**src/rtl/rv32i_types.sv**
```systemverilog
// Shared RV32I types for the fetch stage and its branch predictor.
//   bp_mode_t       : prediction mode selected at elaboration time
//   rv32i_opcode    : major opcodes (instr[6:0]) that the fetch stage inspects
//   ctrl_flow_preds : prediction record carried down the pipe with each fetch
//   sat_cnt_update  : 2-bit saturating counter step
package rv32i_types;

    typedef enum logic [1:0] {
        BP_STATIC_NT = 2'd0,
        BP_BTFNT     = 2'd1,
        BP_BIMODAL   = 2'd2
    } bp_mode_t;

    typedef enum logic [6:0] {
        op_lui   = 7'b0110111,
        op_auipc = 7'b0010111,
        op_jal   = 7'b1101111,
        op_jalr  = 7'b1100111,
        op_br    = 7'b1100011,
        op_load  = 7'b0000011,
        op_store = 7'b0100011,
        op_imm   = 7'b0010011,
        op_reg   = 7'b0110011
    } rv32i_opcode;

    typedef struct packed {
        logic staticNT_pred;     // static not-taken: always 0
        logic staticBTFNT_pred;  // backward-taken / forward-not-taken on a hit
        logic dyn_pred;          // taken decision of the active mode
    } ctrl_flow_preds;

    localparam logic [1:0] CNT_RESET     = 2'b01;  // weakly not-taken
    localparam logic [1:0] CNT_NEW_TAKEN = 2'b10;  // fresh entry, weakly taken
    localparam logic [1:0] CNT_NEW_NT    = 2'b01;  // fresh entry, weakly not-taken

    function automatic logic [1:0] sat_cnt_update(input logic [1:0] cnt, input logic taken);
        if (taken)
            return (cnt == 2'b11) ? cnt : cnt + 2'd1;
        else
            return (cnt == 2'b00) ? cnt : cnt - 2'd1;
    endfunction

endpackage

```
**src/rtl/bp_table.sv**
```systemverilog
// Direct-mapped BTB plus 2-bit counter array.
//   lookup port : lkp_pc -> lkp_hit / lkp_target / lkp_cnt (combinational)
//   update port : upd_valid, upd_pc, upd_target, upd_taken (written at the edge)
// Index is pc[IDX+1:2], tag is pc[31:IDX+2]. A lookup and an update to the same
// entry in one cycle see the pre-update contents, since reads are combinational
// from the registered arrays.
module bp_table
    import rv32i_types::*;
#(
    parameter int unsigned BP_ENTRIES = 16
) (
    input  logic        clk,
    input  logic        rst,
    input  logic [31:0] lkp_pc,
    output logic        lkp_hit,
    output logic [31:0] lkp_target,
    output logic [1:0]  lkp_cnt,
    input  logic        upd_valid,
    input  logic [31:0] upd_pc,
    input  logic [31:0] upd_target,
    input  logic        upd_taken
);

    localparam int IDX   = $clog2(BP_ENTRIES);
    localparam int TAG_W = 30 - IDX;

    logic [BP_ENTRIES-1:0] valid_q;
    logic [1:0]            cnt_q    [BP_ENTRIES];
    logic [TAG_W-1:0]      tag_q    [BP_ENTRIES];
    logic [31:0]           target_q [BP_ENTRIES];

    logic [IDX-1:0]   lkp_idx, upd_idx;
    logic [TAG_W-1:0] lkp_tag, upd_tag;
    logic             upd_hit;
    logic [1:0]       upd_cnt_next;
    logic             unused_pc_bits;

    assign lkp_idx = lkp_pc[IDX+1:2];
    assign lkp_tag = lkp_pc[31:IDX+2];
    assign upd_idx = upd_pc[IDX+1:2];
    assign upd_tag = upd_pc[31:IDX+2];
    assign unused_pc_bits = ^{lkp_pc[1:0], upd_pc[1:0]};

    assign lkp_hit    = valid_q[lkp_idx] && (tag_q[lkp_idx] == lkp_tag);
    assign lkp_target = target_q[lkp_idx];
    assign lkp_cnt    = cnt_q[lkp_idx];

    // An update whose tag misses replaces the entry and restarts its counter
    // at the weak state matching the resolved direction.
    assign upd_hit      = valid_q[upd_idx] && (tag_q[upd_idx] == upd_tag);
    assign upd_cnt_next = upd_hit ? sat_cnt_update(cnt_q[upd_idx], upd_taken)
                                  : (upd_taken ? CNT_NEW_TAKEN : CNT_NEW_NT);

    always_ff @(posedge clk) begin
        if (rst) begin
            valid_q <= '0;
            for (int i = 0; i < int'(BP_ENTRIES); i++)
                cnt_q[i] <= CNT_RESET;
        end else if (upd_valid) begin
            valid_q[upd_idx] <= 1'b1;
            cnt_q[upd_idx]   <= upd_cnt_next;
        end
    end

    // NOTE: tag and target storage is deliberately not reset; nothing reads it
    // as meaningful until the matching valid bit has been set by an update.
    always_ff @(posedge clk) begin
        if (!rst && upd_valid) begin
            tag_q[upd_idx] <= upd_tag;
            if (upd_taken)
                target_q[upd_idx] <= upd_target;
        end
    end

endmodule

```
**src/rtl/pc_register.sv**
```systemverilog
// Fetch PC register with synchronous active-high reset.
//   clk, rst : clock, synchronous reset (loads RESET_VALUE)
//   load     : capture d at the edge, otherwise hold
//   d / q    : next PC / current PC
module pc_register #(
    parameter logic [31:0] RESET_VALUE = 32'h0000_0060
) (
    input  logic        clk,
    input  logic        rst,
    input  logic        load,
    input  logic [31:0] d,
    output logic [31:0] q
);

    // NOTE: sequential state is written with non-blocking assignments so every
    // register samples pre-edge values regardless of process ordering.
    always_ff @(posedge clk) begin
        if (rst)
            q <= RESET_VALUE;
        else if (load)
            q <= d;
    end

endmodule

```
**src/rtl/if_fetch_bp.sv**
```systemverilog
// Instruction-fetch stage with branch prediction.
//   clk, rst          : clock, synchronous active-high reset
//   pc_write_i        : advance the PC (0 = stall)
//   instr_rdata_i     : instruction at pc_o, decoded for the BTFNT rule
//   redirect_i/_pc_i  : flush from EX with the correct next PC
//   upd_*             : resolved branch/jump training the predictor
//   pc_o / next_pc_o  : current fetch PC / PC loaded at the next edge
//   pred_o            : prediction record for the pipe
//   pred_target_o     : predicted target (entry target on a hit, else pc+4)
//   mispredict_cnt_o  : saturating count of redirect cycles since reset
module if_fetch_bp
    import rv32i_types::*;
#(
    parameter logic [31:0] RESET_PC   = 32'h0000_0060,
    parameter int unsigned BP_ENTRIES = 16,
    parameter bp_mode_t    BP_MODE    = BP_BIMODAL
) (
    input  logic           clk,
    input  logic           rst,
    input  logic           pc_write_i,
    input  logic [31:0]    instr_rdata_i,
    input  logic           redirect_i,
    input  logic [31:0]    redirect_pc_i,
    input  logic           upd_valid_i,
    input  logic [31:0]    upd_pc_i,
    input  logic [31:0]    upd_target_i,
    input  logic           upd_taken_i,
    output logic [31:0]    pc_o,
    output logic [31:0]    next_pc_o,
    output ctrl_flow_preds pred_o,
    output logic [31:0]    pred_target_o,
    output logic [31:0]    mispredict_cnt_o
);

    logic        lkp_hit;
    logic [31:0] lkp_target;
    logic [1:0]  lkp_cnt;
    logic [31:0] pc_plus4;
    logic [6:0]  opcode;
    logic        btfnt_rule;
    logic        mode_rule;
    logic        pred_taken;
    logic        unused_instr_bits;

    bp_table #(
        .BP_ENTRIES (BP_ENTRIES)
    ) u_bp_table (
        .clk        (clk),
        .rst        (rst),
        .lkp_pc     (pc_o),
        .lkp_hit    (lkp_hit),
        .lkp_target (lkp_target),
        .lkp_cnt    (lkp_cnt),
        .upd_valid  (upd_valid_i),
        .upd_pc     (upd_pc_i),
        .upd_target (upd_target_i),
        .upd_taken  (upd_taken_i)
    );

    assign pc_plus4 = pc_o + 32'd4;
    assign opcode   = instr_rdata_i[6:0];
    assign unused_instr_bits = ^{instr_rdata_i[30:7], redirect_pc_i[0]};

    // Conditional branches with a negative offset (sign bit set) are loops
    // and predicted taken; unconditional jumps are always taken.
    assign btfnt_rule = ((opcode == op_br) && instr_rdata_i[31])
                      || (opcode == op_jal) || (opcode == op_jalr);

    // NOTE: every signal assigned in always_comb gets a default first, so no
    // path through the block can leave it unassigned and infer a latch.
    always_comb begin
        mode_rule = 1'b0;
        case (BP_MODE)
            BP_BTFNT:   mode_rule = btfnt_rule;
            BP_BIMODAL: mode_rule = lkp_cnt[1];
            default:    mode_rule = 1'b0;
        endcase
    end

    assign pred_taken = lkp_hit && mode_rule;

    assign pred_o.staticNT_pred    = 1'b0;
    assign pred_o.staticBTFNT_pred = lkp_hit && btfnt_rule;
    assign pred_o.dyn_pred         = pred_taken;

    assign pred_target_o = lkp_hit ? lkp_target : pc_plus4;

    always_comb begin
        if (redirect_i)
            next_pc_o = {redirect_pc_i[31:1], 1'b0};
        else if (pred_taken)
            next_pc_o = lkp_target;
        else
            next_pc_o = pc_plus4;
    end

    // A redirect must land even while the front end is stalled.
    pc_register #(
        .RESET_VALUE (RESET_PC)
    ) u_pc_register (
        .clk  (clk),
        .rst  (rst),
        .load (redirect_i | pc_write_i),
        .d    (next_pc_o),
        .q    (pc_o)
    );

    always_ff @(posedge clk) begin
        if (rst)
            mispredict_cnt_o <= '0;
        else if (redirect_i && (mispredict_cnt_o != 32'hFFFF_FFFF))
            mispredict_cnt_o <= mispredict_cnt_o + 32'd1;
    end

endmodule

```
**config.mk**
```make
export PLATFORM = sky130hd
export DESIGN_NAME = if_fetch_bp
export DESIGN_NICKNAME = d
export VERILOG_FILES = /design/src/rtl/rv32i_types.sv /design/src/rtl/bp_table.sv /design/src/rtl/pc_register.sv /design/src/rtl/if_fetch_bp.sv
export SDC_FILE = /design/constraint.sdc
export NUM_CORES = 1
export LEC_CHECK = 0
export BUFFER_PORTS_ARGS = -buffer_cell sky130_fd_sc_hd__buf_2
export CAP_MARGIN = 20
export CORE_UTILIZATION = 35
export CTS_CLUSTER_DIAMETER = 30
export DETAILED_ROUTE_END_ITERATION = 8
export HOLD_SLACK_MARGIN = 0.08
export PLACE_DENSITY = 0.5
export SLEW_MARGIN = 10
export SYNTH_ARGS = -nofsm -noshare
export SYNTH_HDL_FRONTEND = slang
export SYNTH_SLANG_ARGS = --single-unit
```
**constraint.sdc**
```tcl
create_clock -name clk -period 6.3 [get_ports clk]
set_input_delay 0.63 -clock clk [delete_from_list [all_inputs] [get_ports clk]]
set_output_delay 0.63 -clock clk [all_outputs]
set_load 0.005 [all_outputs]
```
==> flow_summary.yaml, run 1 <==
outcome:
  status: "completed"
timing:
  tightest_slew_ns: 1.05
  finalSetupTns_ns: 0
  max_slew_margin: 0.301
  min_period_over_period: 0.952
  drv_slew: 0
  fin_skew_ns: 0.0768
  hold_violations: 0
  rsz0062_at_grt: "no"
  finalSetupViolCount: 0
  max_freq_mhz: 167
  period_minus_slack_ns: 6.00
  holdWs_ns: 0.145
global_routing:
  track_usage: 0.220
  grt_pass1_vias: 28972
  antenna_found_initial: 19
  grt_start_max_net_pins: 97
  grt_first_pass_wirelength_um: 207000
  overflow: 0
synthesis:
  netlist.area_leader.share: 0.625
  yosysMostFrequentCell: "edfxtp_1"
  syn_avg_cell_area_um2: 18.4
  syn-cell-area_um2: 46100
  synth_top_cell_by_area: "edfxtp_1"
  ys_seq_area_frac: 0.662
  synth-edff-count: 960
  synth-main-ff-cell: "edfxtp_1"
  synth-seq-cells: 1044
  synth_common_cells: "960 x edfxtp_1, 402 x mux4_2, 141 x nor2_1"
  synthCells: 2509
  syn-num-nets: 2645
  synth_cell_types: 70
  synth_area_leaders: "edfxtp_1 63%, mux4_2 20%, dfxtp_1 3.6%, mux2i_1 1.5%, nor2_1 1.1%"
  async_reset_ff_frac: 0
  synth_warnings: 0
worst_setup_path:
  reg2reg_slack_ns: 0.91
  r2r_cells: 11
  path_max_fanout: 29
  worstPathCellList: "buf_4 -> mux4_2 -> mux4_2 -> xnor2_1 -> nand4_1 -> or4_1 -> nor4_4 -> buf_12 -> mux2i_1 -> nand2_1 -> buf_2"
  crit_path_end_kind: "output pin"
  critPathMaxStageDelay_ns: 0.64
  crit_path_frequent_cell: "mux4_2"
  crit_arrival_ns: 5.37
  cp.required_ns: 5.67
  critPathKind: "reg -> out"
  cpMaxStageDelayCell: "or4_1"
  cp-start-kind: "register"
placed_design:
  place_area_um2: 49500
  dpl.cell_count: 4409
  io_buffers: 236
  dp_hpwl_um: 89300
  routabilityCongestion: 0.835
cells_and_area:
  design_area_um2: 58900
  multiInputGateArea_um2: 14700
  drive_gt1_frac: 0.382
  layout.area.seq_um2: 30500
  fin_cells: 4925
  n_fill_cell: 11314
  area_growth_syn_to_layout_pct: 27.8
  num-nets-final: 3119
flow_run:
  max-cap-violations: 0
route:
  via_count: 27621
  drtIter0Drc: 2986
  drtAntennaViolNets: 0
  viasPerCell: 5.61
  wl_per_cell_um: 29.6
  drt_wl_total_um: 146000
  drc: 0
  first_pass_iters: 5
floorplan:
  fp.dieH_um: 365
  io_pins: 265
  start_util: 0.354
  core_um2: 130000
  row_count: 132
  die_x_um: 365
  dieArea_um2: 133000
clock_tree:
  cts.clk_slew.worst_paths_ns: 0.05
  cts-root-buf: "clkbuf_16"
  cts_tree: "built"
  clockBufferDepth: 4
  clock_latency_ns: 0.87
  cts_made_buffers: 274
  cts.sink_count: 1044
  cts_max_level: 5
min_path:
  whs_path_depth: 1
  hp-class: "in -> reg"
power_and_ir_drop:
  powerDensity_nw_per_um2: 386
  ir_worst_vdd_v: 0.000327
  leakagePower_nw: 20.2
==> sequential cells by signal (all words and copies together) (netlist names), named ones only <==
name                 flops
u_bp_table.tag_q       416
u_pc_register.q         32
u_bp_table.target_q    512
u_bp_table.cnt_q        32
u_bp_table.valid_q      16
mispredict_cnt_o        32
==> critical path, delay by kind of cell (launching register included) <==
| family | cells | cell delay [ns] |
|---|---|---|
| and+or+nand+nor | 4 | 1.34 |
| muxes | 3 | 1.24 |
| buffers and inverters | 3 | 1.08 |
| DFF | 1 | 0.62 |
| xor gates and xnor gates | 1 | 0.23 |
==> metal layers <==
layer / up-vias / wire (um) / track usage
met2: 1304 / 69900 / 0.352
met3: 241 / 11600 / 0.0514
met4: 10 / 3680 / 0.0707
li1: 11398 / - / -
met5: - / 64 / 0
met1: 14668 / 60500 / 0.297
==> report_power, final <==
part           switching, mW  leakage (nW)  internal (mW)
clock                   4.01          4.32           9.44
sequential             0.114          9.37           7.68
combinational          0.829          6.47          0.647
==> final timing paths <==
path	startpoint	endpoint
setup / recovery	register	next_pc_o[25]
hold / removal	upd_target_i[5]	u_bp_table.target_q[0][5]
setup reg to reg	register	register
hold reg to reg	u_bp_table.valid_q[6]	u_bp_table.valid_q[6]
==> kinds of logic (layout without fill, tap and decap cells) <==
logic type                 after synthesis  after routing  synth area share
xor gates and xnor gates               105            105            0.0201
adders and majority gates                2              2          0.000543
muxes                                  501            501             0.221
AOI/OAI and AO/OA                      166            166            0.0261
other                                    1              5         0.0000814
buffers and inverters                  205            875            0.0200
and+or+nand+nor                        485            485            0.0506
DFF                                   1044           1044             0.662
==> final cells by class <==
class	instances	area share
diodes	4	0.000170
clock inverters	153	0.0295
repair buffers	366	0.0410
multi-input cells	1260	0.250
flip-flops and latches	1044	0.518
inverters	37	0.00240
well taps	1742	0.0370
clock buffers	319	0.122
==> cell usage in the layout, fill, tap and decap left out, types with 12 or more instances in the layout <==
| cell type | n |
|---|---|
| mux2i_1 | 68 |
| a311oi_1 | 24 |
| mux4_2 | 402 |
| bufinv_16 | 34 |
| dlygate4sd3_1 | 34 |
| clkinvlp_4 | 22 |
| and3_1 | 19 |
| clkinv_4 | 13 |
| clkbuf_16 | 281 |
| a21oi_1 | 31 |
| edfxtp_1 | 960 |
| mux2_2 | 25 |
| clkinv_2 | 42 |
| nand2_1 | 138 |
| inv_1 | 20 |
| nand4_1 | 30 |
| inv_2 | 15 |
| clkinv_1 | 32 |
| o31ai_1 | 12 |
| nor2b_1 | 28 |
| clkbuf_1 | 37 |
| buf_2 | 232 |
| buf_4 | 87 |
| and3_2 | 12 |
| a21o_1 | 26 |
| xnor2_1 | 59 |
| o22ai_1 | 14 |
| dfxtp_1 | 80 |
| o21ai_0 | 12 |
| nand3_1 | 35 |
| nor4_1 | 25 |
| nor2_1 | 140 |
| xor2_1 | 44 |
==> through the flow <==
step           setup WS, ns   util  power [mW]
6_report              0.304  0.453        22.7
5_1_grt              0.0740  0.453        23.4
4_1_cts              0.0452  0.452        22.9
3_5_place_dp          0.701  0.380        9.35
3_3_place_gp          0.756  0.380        9.33
2_1_floorplan          1.74      -        8.75
==> timing repair <==
action | CTS | global route
gates cloned | 0 | 0
endpoints found under the setup margin | 1 | 26
gates resized for setup | 0 | 3
hold buffers | 34 | 0
endpoints found under the hold margin | 99 | 0
setup buffers | 1 | 4
(Power assumes the default switching activity.)
==> run 2: changes to the inputs <==
- CORE_MARGIN: default -> 8
==> run 2 against run 1 <==
Effect of this change:
- largest cell class unchanged
- global-route usage is 1.9 points lower
- non-clock buffer count is 29 lower
- cell area down 2.0%
- critical path depth stayed put
- register-to-register slack improved by 0.46 ns
- sequential power about the same
- setup slack lost 0.10 ns
- wire length is 0.42% higher
- clock power is 9.6% lower
- maximum frequency shrank 1.7%
- total power down 5.4%
- critical path type unchanged
- sequential share of layout area increased by 1.0 points
==> flow_summary.yaml, run 2 (same netlist as run 1, synthesis figures left out) <==
outcome:
  status: "completed"
cells_and_area:
  layout.area.seq_um2: 30500
  n_fill_cell: 11590
  regMostFlops: "u_bp_table.target_q"
  drive_gt1_frac: 0.382
  num-nets-final: 3039
  top_regs: "u_bp_table.target_q (512), u_bp_table.tag_q (416)"
  multiInputGateArea_um2: 14700
  area_growth_syn_to_layout_pct: 25.3
  largest_reg_flops: 512
  fin_cells: 4864
  layout_common_cells: "960 x edfxtp_1, 402 x mux4_2, 232 x buf_2, 224 x clkbuf_16, 140 x nor2_1"
  mostFrequentLayoutCell: "edfxtp_1"
timing:
  fin_skew_ns: 0.0743
  rsz0062_at_grt: "no"
  hold_violations: 0
  finalSetupTns_ns: 0
  holdWs_ns: 0.144
  tightest_slew_ns: 1.18
  period_minus_slack_ns: 6.10
  max_freq_mhz: 164
  min_period_over_period: 0.968
  drv_slew: 0
  max_slew_margin: 0.212
  finalSetupViolCount: 0
  setup_slack_ns: 0.203
floorplan:
  core_um2: 131000
  io_pins: 265
  row_count: 133
  dieArea_um2: 144000
  die_x_um: 379
  fp.dieH_um: 379
  start_util: 0.352
clock_tree:
  cts_tree: "built"
  clock_latency_ns: 0.83
  cts_max_level: 4
  cts.sink_count: 1044
  cts-root-buf: "clkbuf_16"
  cts_made_buffers: 223
  cts.clk_slew.worst_paths_ns: 0.05
  clockBufferDepth: 3
global_routing:
  overflow: 0
  antenna_found_initial: 25
  track_usage: 0.201
  grt_start_max_net_pins: 114
  grt_first_pass_wirelength_um: 208000
  grt_pass1_vias: 28436
route:
  drc: 0
  via_count: 27176
  first_pass_iters: 6
  wl_per_cell_um: 30.1
  drt_wl_total_um: 146000
  drtIter0Drc: 2710
  viasPerCell: 5.59
  drtAntennaViolNets: 0
min_path:
  hp-class: "in -> reg"
placed_design:
  dp_slack_ns: 0.971
  dp_hpwl_um: 91600
  dpl.cell_count: 4419
  routabilityCongestion: 0.850
  io_buffers: 236
worst_setup_path:
  worst-path-buf-inv: 4
  cp-start-kind: "register"
  reg2reg_slack_ns: 1.37
  crit_arrival_ns: 5.47
  cpMaxStageDelayCell: "dfxtp_4"
  critPathMaxStageDelay_ns: 0.72
  crit_path_end_kind: "output pin"
  cp.required_ns: 5.67
  path_max_fanout: 28
  path_delay_family: "simple AND/OR/NAND/NOR gates"
  worstPathCellList: "buf_12 -> inv_1 -> mux2i_1 -> xnor2_1 -> and4_1 -> and3_1 -> nand2_1 -> or3_2 -> buf_4 -> a21oi_1 -> buf_2"
  critPathKind: "reg -> out"
flow_run:
  max-cap-violations: 0
power_and_ir_drop:
  ir_worst_vdd_v: 0.000305
  powerDensity_nw_per_um2: 372
  leakagePower_nw: 19.6
run 2: changes by cell type in the layout (fill, tap and decap cells not counted), sizes merged:
cell and delta:
diode +2, clkbuf -68, dlygate4sd3 -22, buf -7
bufinv +5, inv +9, clkinvlp +7
run 2: final timing paths:
check / end / from / cells after the start
min: u_pc_register.q[30] / redirect_pc_i[30] / 3
min reg2reg: u_bp_table.valid_q[7] / u_bp_table.valid_q[7] / 1
max: pred_target_o[14] / register / 11
max reg2reg: register / register / 11
run 2: tightest hold or removal path, cell delays in order:
cell      delay (ns)
buf_2           0.13
nand2_1         0.08
a311oi_1        0.08
run 2: what timing repair did:
action	CTS	global route
endpoints found under the setup margin	0	15
hold buffers	12	0
setup buffers	0	1
endpoints found under the hold margin	12	0
gates resized for setup	0	1
run 2: layout make-up:
cell class	instances	share of cell area
clock inverters	174	0.0395
inverters	37	0.00245
repair buffers	337	0.0363
clock buffers	251	0.100
flip-flops and latches	1044	0.529
well taps	1755	0.0380
diodes	6	0.000260
multi-input cells	1260	0.255
run 2: metal layers:
layer  routed length [um]  vias up  share of wire  GRT usage
li1                     -    11208              -          -
met1                59700    14362           0.41      0.269
met5                  122        -        0.00083          0
met4                 3490       18          0.024     0.0575
met2                69400     1327           0.47      0.321
met3                13600      261          0.093     0.0583
run 2: through the flow:
stage                     utilization  instance area, um^2  total power [mW]
final                           0.440                57700              21.5
after CTS                       0.440                57700              21.7
after detailed placement        0.377                49500              9.36
after global routing            0.440                57700              22.1
after floorplan                     -                46100              8.75
after global placement          0.377                49500              9.34
run 2: report_power, final:
group	leakage, nW	internal (mW)	total [mW]	switching (mW)
Sequential	9.37	7.67	7.79	0.122
Clock	3.85	8.25	12.2	4.00
Combinational	6.33	0.631	1.45	0.818
